### src/rtl/shift_add_multiplier.sv
// Sequential unsigned shift-add multiplier: one add/shift step per clock, W steps per product.
// Optional build macro MULT_ZERO_SKIP_EN: zero operands bypass RUN and complete in one cycle.
module shift_add_multiplier #(
  parameter int unsigned W = 4
) (
  input  logic           clk,
  input  logic           rst,
  input  logic           start,
  input  logic [W-1:0]   a,
  input  logic [W-1:0]   b,
  output logic           busy,
  output logic           done,
  output logic [2*W-1:0] p
);

  localparam int unsigned CW = $clog2(W + 1);

  typedef enum logic [1:0] {IDLE, RUN, DONE} state_t;

  state_t          state, state_nx;
  logic [W-1:0]    m_q, m_nx;
  logic [W-1:0]    q_q, q_nx;
  logic [W:0]      acc_q, acc_nx;
  logic [W:0]      sum;
  logic [CW-1:0]   cnt_q, cnt_nx;
  logic [2*W-1:0]  p_nx;
  logic            zero_skip;

  // Zero-operand shortcut decode; constant low when the feature is not built
`ifdef MULT_ZERO_SKIP_EN
  assign zero_skip = (a == '0) || (b == '0);
`else
  assign zero_skip = 1'b0;
`endif

  // Next-state and datapath step
  always_comb begin
    state_nx = state;
    m_nx     = m_q;
    q_nx     = q_q;
    acc_nx   = acc_q;
    cnt_nx   = cnt_q;
    p_nx     = p;
    sum      = q_q[0] ? (acc_q + {1'b0, m_q}) : acc_q;

    case (state)
      IDLE: begin
        if (start) begin
          if (zero_skip) begin
            p_nx     = '0;
            state_nx = DONE;
          end else begin
            m_nx     = a;
            q_nx     = b;
            acc_nx   = '0;
            cnt_nx   = '0;
            state_nx = RUN;
          end
        end
      end
      RUN: begin
        // Carry lives in acc MSB; its LSB shifts into the multiplier register
        acc_nx = sum >> 1;
        q_nx   = {sum[0], q_q[W-1:1]};
        cnt_nx = cnt_q + CW'(1);
        if (cnt_q == CW'(W - 1)) begin
          p_nx     = {acc_nx[W-1:0], q_nx};
          state_nx = DONE;
        end
      end
      DONE: state_nx = IDLE;
      default: state_nx = IDLE;
    endcase
  end

  // State, datapath and registered status outputs
  always_ff @(posedge clk or posedge rst) begin
    if (rst) begin
      state <= IDLE;
      m_q   <= '0;
      q_q   <= '0;
      acc_q <= '0;
      cnt_q <= '0;
      p     <= '0;
      busy  <= 1'b0;
      done  <= 1'b0;
    end else begin
      state <= state_nx;
      m_q   <= m_nx;
      q_q   <= q_nx;
      acc_q <= acc_nx;
      cnt_q <= cnt_nx;
      p     <= p_nx;
      busy  <= (state_nx == RUN);
      done  <= (state_nx == DONE);
    end
  end

endmodule

### config.mk
export PLATFORM = sky130hd
export DESIGN_NAME = shift_add_multiplier
export DESIGN_NICKNAME = d
export VERILOG_FILES = /design/src/rtl/shift_add_multiplier.sv
export SDC_FILE = /design/constraint.sdc
export NUM_CORES = 1
export LEC_CHECK = 0
export CORE_AREA = 2 2 54 56
export CTS_CLUSTER_SIZE = 20
export DETAILED_ROUTE_END_ITERATION = 8
export DIE_AREA = 0 0 56 58
export PLACE_DENSITY = 0.73
export SETUP_SLACK_MARGIN = 0.1
export SLEW_MARGIN = 20
export SYNTH_ARGS = -nofsm -noshare
export SYNTH_HDL_FRONTEND = slang
export SYNTH_SLANG_ARGS = --single-unit
### constraint.sdc
create_clock -name clk -period 1.95 [get_ports clk]
set_input_delay 0.195 -clock clk [delete_from_list [all_inputs] [get_ports clk]]
set_output_delay 0.195 -clock clk [all_outputs]
set_load 0.05 [all_outputs]
# Word-level counts from Yosys, hierarchy flattened
# Index checks and enable logic that the tools add are counted.
[totals] wordCells=30 ram_bits=0 romBits=0 output_inout_bits=10 latchBits=0 reg_bits=28 mem_count=0 inputBits=11
[op_classes] muxes=10 reduce_logical=5 mul=0 eq_ne=5 div_mod_pow=0 n_shift=0 addsub=2 n_lt_le_gt_ge=0 bitwise_logic=0
[op_table] cell="5-bit 2-to-1 mux" count=2
[op_table] cell="5-bit case mux with 2 select lines" count=1
[op_table] cell="4-bit case mux with 2 select lines" count=1
[op_table] cell="3-bit case mux with 2 select lines" count=1
[op_table] cell="2-bit AND reduction" count=3
[op_table] cell="5-bit by 4-bit adder with 5-bit output" count=1
[op_table] cell="2-bit by 1-bit equality test with 1-bit output, second input constant" count=2
[op_table] cell="2-bit 2-to-1 mux" count=2
[op_table] cell="4-bit 2-to-1 mux" count=1
[op_table] cell="2-bit case mux with 2 select lines" count=1
[op_table] cell="3-bit by 1-bit adder with 3-bit output, second input constant" count=1
[op_table] cell="3-bit by 2-bit equality test with 1-bit output, second input constant" count=1
[op_table] cell="3-bit 2-to-1 mux" count=1
[op_table] cell="2-bit equality test, second input constant" count=1
[op_table] cell="2-bit logical NOT" count=1
[op_table] cell="2-bit inequality test, second input constant" count=1
[op_table] cell="2-bit nonzero test" count=1

# Logic depth before layout (Yosys ltp)
[depth] ltp_word=4 ltp_mapped=7

# Least setup slack after synthesis
# No wires, ideal clock.
[synth_path] kind="flip-flop to flip-flop" from="register acc_q[0]" to="register p[7]" path_buffers=0 path_stages_with_launch=7 path_slack_ps=223 arrival_time_ps=1599 path_cell_list="dfrtp_1 -> ha_1 -> fa_1 -> a21o_1 -> a21oi_1 -> nor2_1 -> mux2_1"
[synth_between] elab_chain_len=2
[synth_lines] element="from (decl)" line_no="23" source="logic [W:0] acc_q, acc_nx;"
[synth_lines] element="from (signal assigned)" line_no="91" source="acc_q <= acc_nx;"
[synth_lines] element="5-bit by 4-bit adder with 5-bit output" line_no="44" source="sum = q_q[0] ? (acc_q + {1'b0, m_q}) : acc_q;"
[synth_lines] element="5-bit 2-to-1 mux" line_no="44"
[synth_lines] element="to (signal assigned)" line_no="93" source="p <= p_nx;"
[synth_lines] element="to (decl)" line_no="13" source="output logic [2*W-1:0] p"
# No other way between the ends.
# A chain may end at the register's enable or synchronous reset.

# Worst setup path in the final report
# Ends and elaborated chain as after synthesis.

==> out/metrics.cfg <==
[outcome]
outcome=complete, no violations

[setup_path]
critical-path-max-stage-delay_ns=0.42
critical_path_class=flop to flop
cpLargestDelayFamily=adder cells
worst_setup_path_start_kind=flop
path_cells=ha_2 > fa_2 > a21o_1 > a21oi_1 > nor2_1 > mux2_1
r2r_cells=6
path_max_fanout=2
cp_data_required_time_ns=2.18
timing.critical_path.slowest_stage_cell=sky130_fd_sc_hd__dfrtp_1
path_buf_inv=0
kind_of_end_point_of_the_critical_path=flop
timing.critical_path.depth=6
cp.arrival_ns=1.98

[power]
combPwrFrac=0.509
worst_supply_voltage_drop_on_vdd_uv=917
static-leakage-power_nw=0.719
share_clk_of_total_power=0.100
total_switching_power_mw=1.07
swShare=0.434
power_density_nw_per_um2=1600
pwr-share-seq=0.391
internal_power_mw=1.40

[die]
dieArea_um2=3250
core_area_um2=2660
i_o_pin_count=21
start_util=0.480
floorplan.die.width_um=56
die-height_um=58
placement_rows=19

[cells_and_area]
layout.core_utilization=0.580
design.final.nets=155
flow.area_growth_from_synthesis_pct=20.8
diodes=0
layout_common_cells=27 x sky130_fd_sc_hd__dfrtp_1, 20 x sky130_fd_sc_hd__clkdlybuf4s50_1, 12 x sky130_fd_sc_hd__o21ai_0
fillerInstances=246
layout_commonest_cell=sky130_fd_sc_hd__dfrtp_1
layoutNonFillerInstCount=167
drive_gt1_frac=0.154

[clocking]
worst_setup_hold_path_clk_slew_ns=0.15
numClockSinks=27
cts_max_level=1
cts_buffer_depth=2
root_buffer=sky130_fd_sc_hd__clkbuf_4
worst_skew_pair_later_pin_latency_ns=0.33
cts_tree=done
numCtsBuffers=3

[yosys]
post_synth_inst_count=112
synth_sequential_area_ratio=0.528
netlist_area_um2=1280
avgSynthCellArea_um2=11.4
synth_seq_cells=27
synth_largest_type_area_fraction=0.528
yosys.area.top_type=sky130_fd_sc_hd__dfrtp_1
synth_warnings=0
yosysUniqueCellTypes=32
syn-num-nets=130
netlist_top_cells_area=sky130_fd_sc_hd__dfrtp_1 53%, sky130_fd_sc_hd__ha_1 5.9%, sky130_fd_sc_hd__o21ai_0 4.7%, sky130_fd_sc_hd__mux2_2 4.4%, sky130_fd_sc_hd__a21oi_1 3.5%

[place]
replace_congestion=0.805
port-buffer-count=20
detailedPlacementHpwl_mm=1.77
instance_count_after_placement_with_tap_cells_included=162

[routing]
route.vias.total=883
route.final.wire_length_mm=2.39
drt_pass1_iterations=4
drt_drc_violations_left=0
detail-route-antenna-nets=0
drt-vias-per-instance=5.29
post_drt_wl_per_cell_um=14.3
initialDrtViolationCount=14

[grt]
via_count_of_the_first_global_routing_pass=916
grt_max_degree=28
grt_antenna_before_repair=0
first_pass_grt_wire_length_mm=4.11
remaining_global_route_overflow=0
use_met1=0.221
grtUsageMet2=0.269
globalRoute.busiestLayer=met2
grtUsageTotal=0.164
routing_usage_on_met3=0.0223

[timing]
skew_ns=0.00569
final_period_minus_worst_setup_slack_ns=1.74
setup_total_negative_slack_ns=0
maxSlewViolCount=0
max_slew.worst_pin.slew_ns=0.501
rsz0062_at_grt=false
max_clock_freq_mhz=574
max-slew-margin-rel=0.665
min_period_over_period=0.894
setup_viol_count_final=0
final_hold_fails=0

[worst_hold_path]
timing.hold.worst.class=input pin to async pin

[flow_run]
max_cap_violations=0

[final timing paths]
| check | end | slack, ns | start |
|---|---|---|---|
| worst min register to register | p[2] | 0.49 | p[2] |
| worst max register to register | p[7] | 0.21 | acc_q[0] |
| max in group asynchronous | state[1] | 1.50 | rst |
| min in group clk | m_q[3] | 0.46 | a[3] |
| worst max-delay path | p[7] | 0.21 | acc_q[0] |
| worst min-delay path | p[5] | 0.19 | rst |
[registers in the layout, summed over array words and instances, names as in the netlist]
signal / cells
q_q: 4
state: 2
m_q: 4
p: 8
acc_q: 4
busy: 1
done: 1
cnt_q: 3
[repair_timing]
action                                 4_1_cts  5_1_grt
hold buffers                                 0        0
endpoints found under the hold margin        0        0
setup endpoints to repair                    1        1
buffers inserted                             1        0
resized for setup                            1        1
[Yosys cell counts, drive strengths merged]
cell and number:
buf 4, a22o 2, and3 1, a2bb2oi 1, a32oi 1, inv 5, nor2b 7, fa 1
nand2 12, ha 6, nand2b 1, nand3 1, a21o 1, mux2 7, o21ba 2, xnor2 1
nor2 3, a22oi 3, o21bai 1, o21ai 13, a21oi 9, and2b 1, dfrtp 27, mux2i 2
[power groups by stage]
stage,Sequential [mW],Clock (mW),Combinational [mW]
CTS,0.970,0.260,1.27
detailed placement,0.984,0,1.25
floorplan,1.20,0,0.685
global placement,0.970,0,1.21
global route,1.00,0.265,1.37
finish,0.968,0.248,1.26
[cell type report]
type | instances | area (um2) | area share
Tap cell | 31 | 38.8 | 0.0251
Sequential cell | 27 | 676 | 0.437
Clock inverter | 1 | 5.00 | 0.00324
Inverter | 5 | 18.8 | 0.0121
Timing Repair Buffer | 24 | 230 | 0.149
Clock buffer | 3 | 22.5 | 0.0146
Multi-Input combinational cell | 76 | 554 | 0.359
[per-layer routing]
layer / vias to the layer above / wire, um
met2: 15 / 1110
met1: 426 / 1150
met4: 0 / 53
met3: 5 / 74
met5: - / 0
li1: 437 / -
[cells by family after synthesis]
kind of cell	after synthesis	synth area share
AO/OA/AOI/OAI	33	0.159
XOR/XNOR	1	0.00685
adder cells (fa/ha/maj)	7	0.0744
buffers and inverters	9	0.0421
flip-flops	27	0.528
multiplexers	9	0.0802
AND/OR/NAND/NOR	26	0.110
[through the flow]
step | power [mW] | setup slack (ns) | hold slack (ns) | instance area (um2)
after floorplan | 1.89 | 0.223 | 0.248 | 1280
after global placement | 2.18 | 0.180 | 0.458 | 1510
after detailed placement | 2.23 | 0.116 | 0.465 | 1510
after CTS | 2.50 | 0.158 | 0.199 | 1540
after global routing | 2.64 | 0.117 | 0.286 | 1550
final | 2.48 | 0.207 | 0.193 | 1550
[worst reg2reg max path: cells and delay by family (launching register included)]
kind	cells	cell delay (ns)
compound gates	2	0.31
fa+ha+maj	2	0.54
flops	1	0.42
mux	1	0.30
simple gates	1	0.06
No activity file was read; power rests on OpenSTA's default activity.
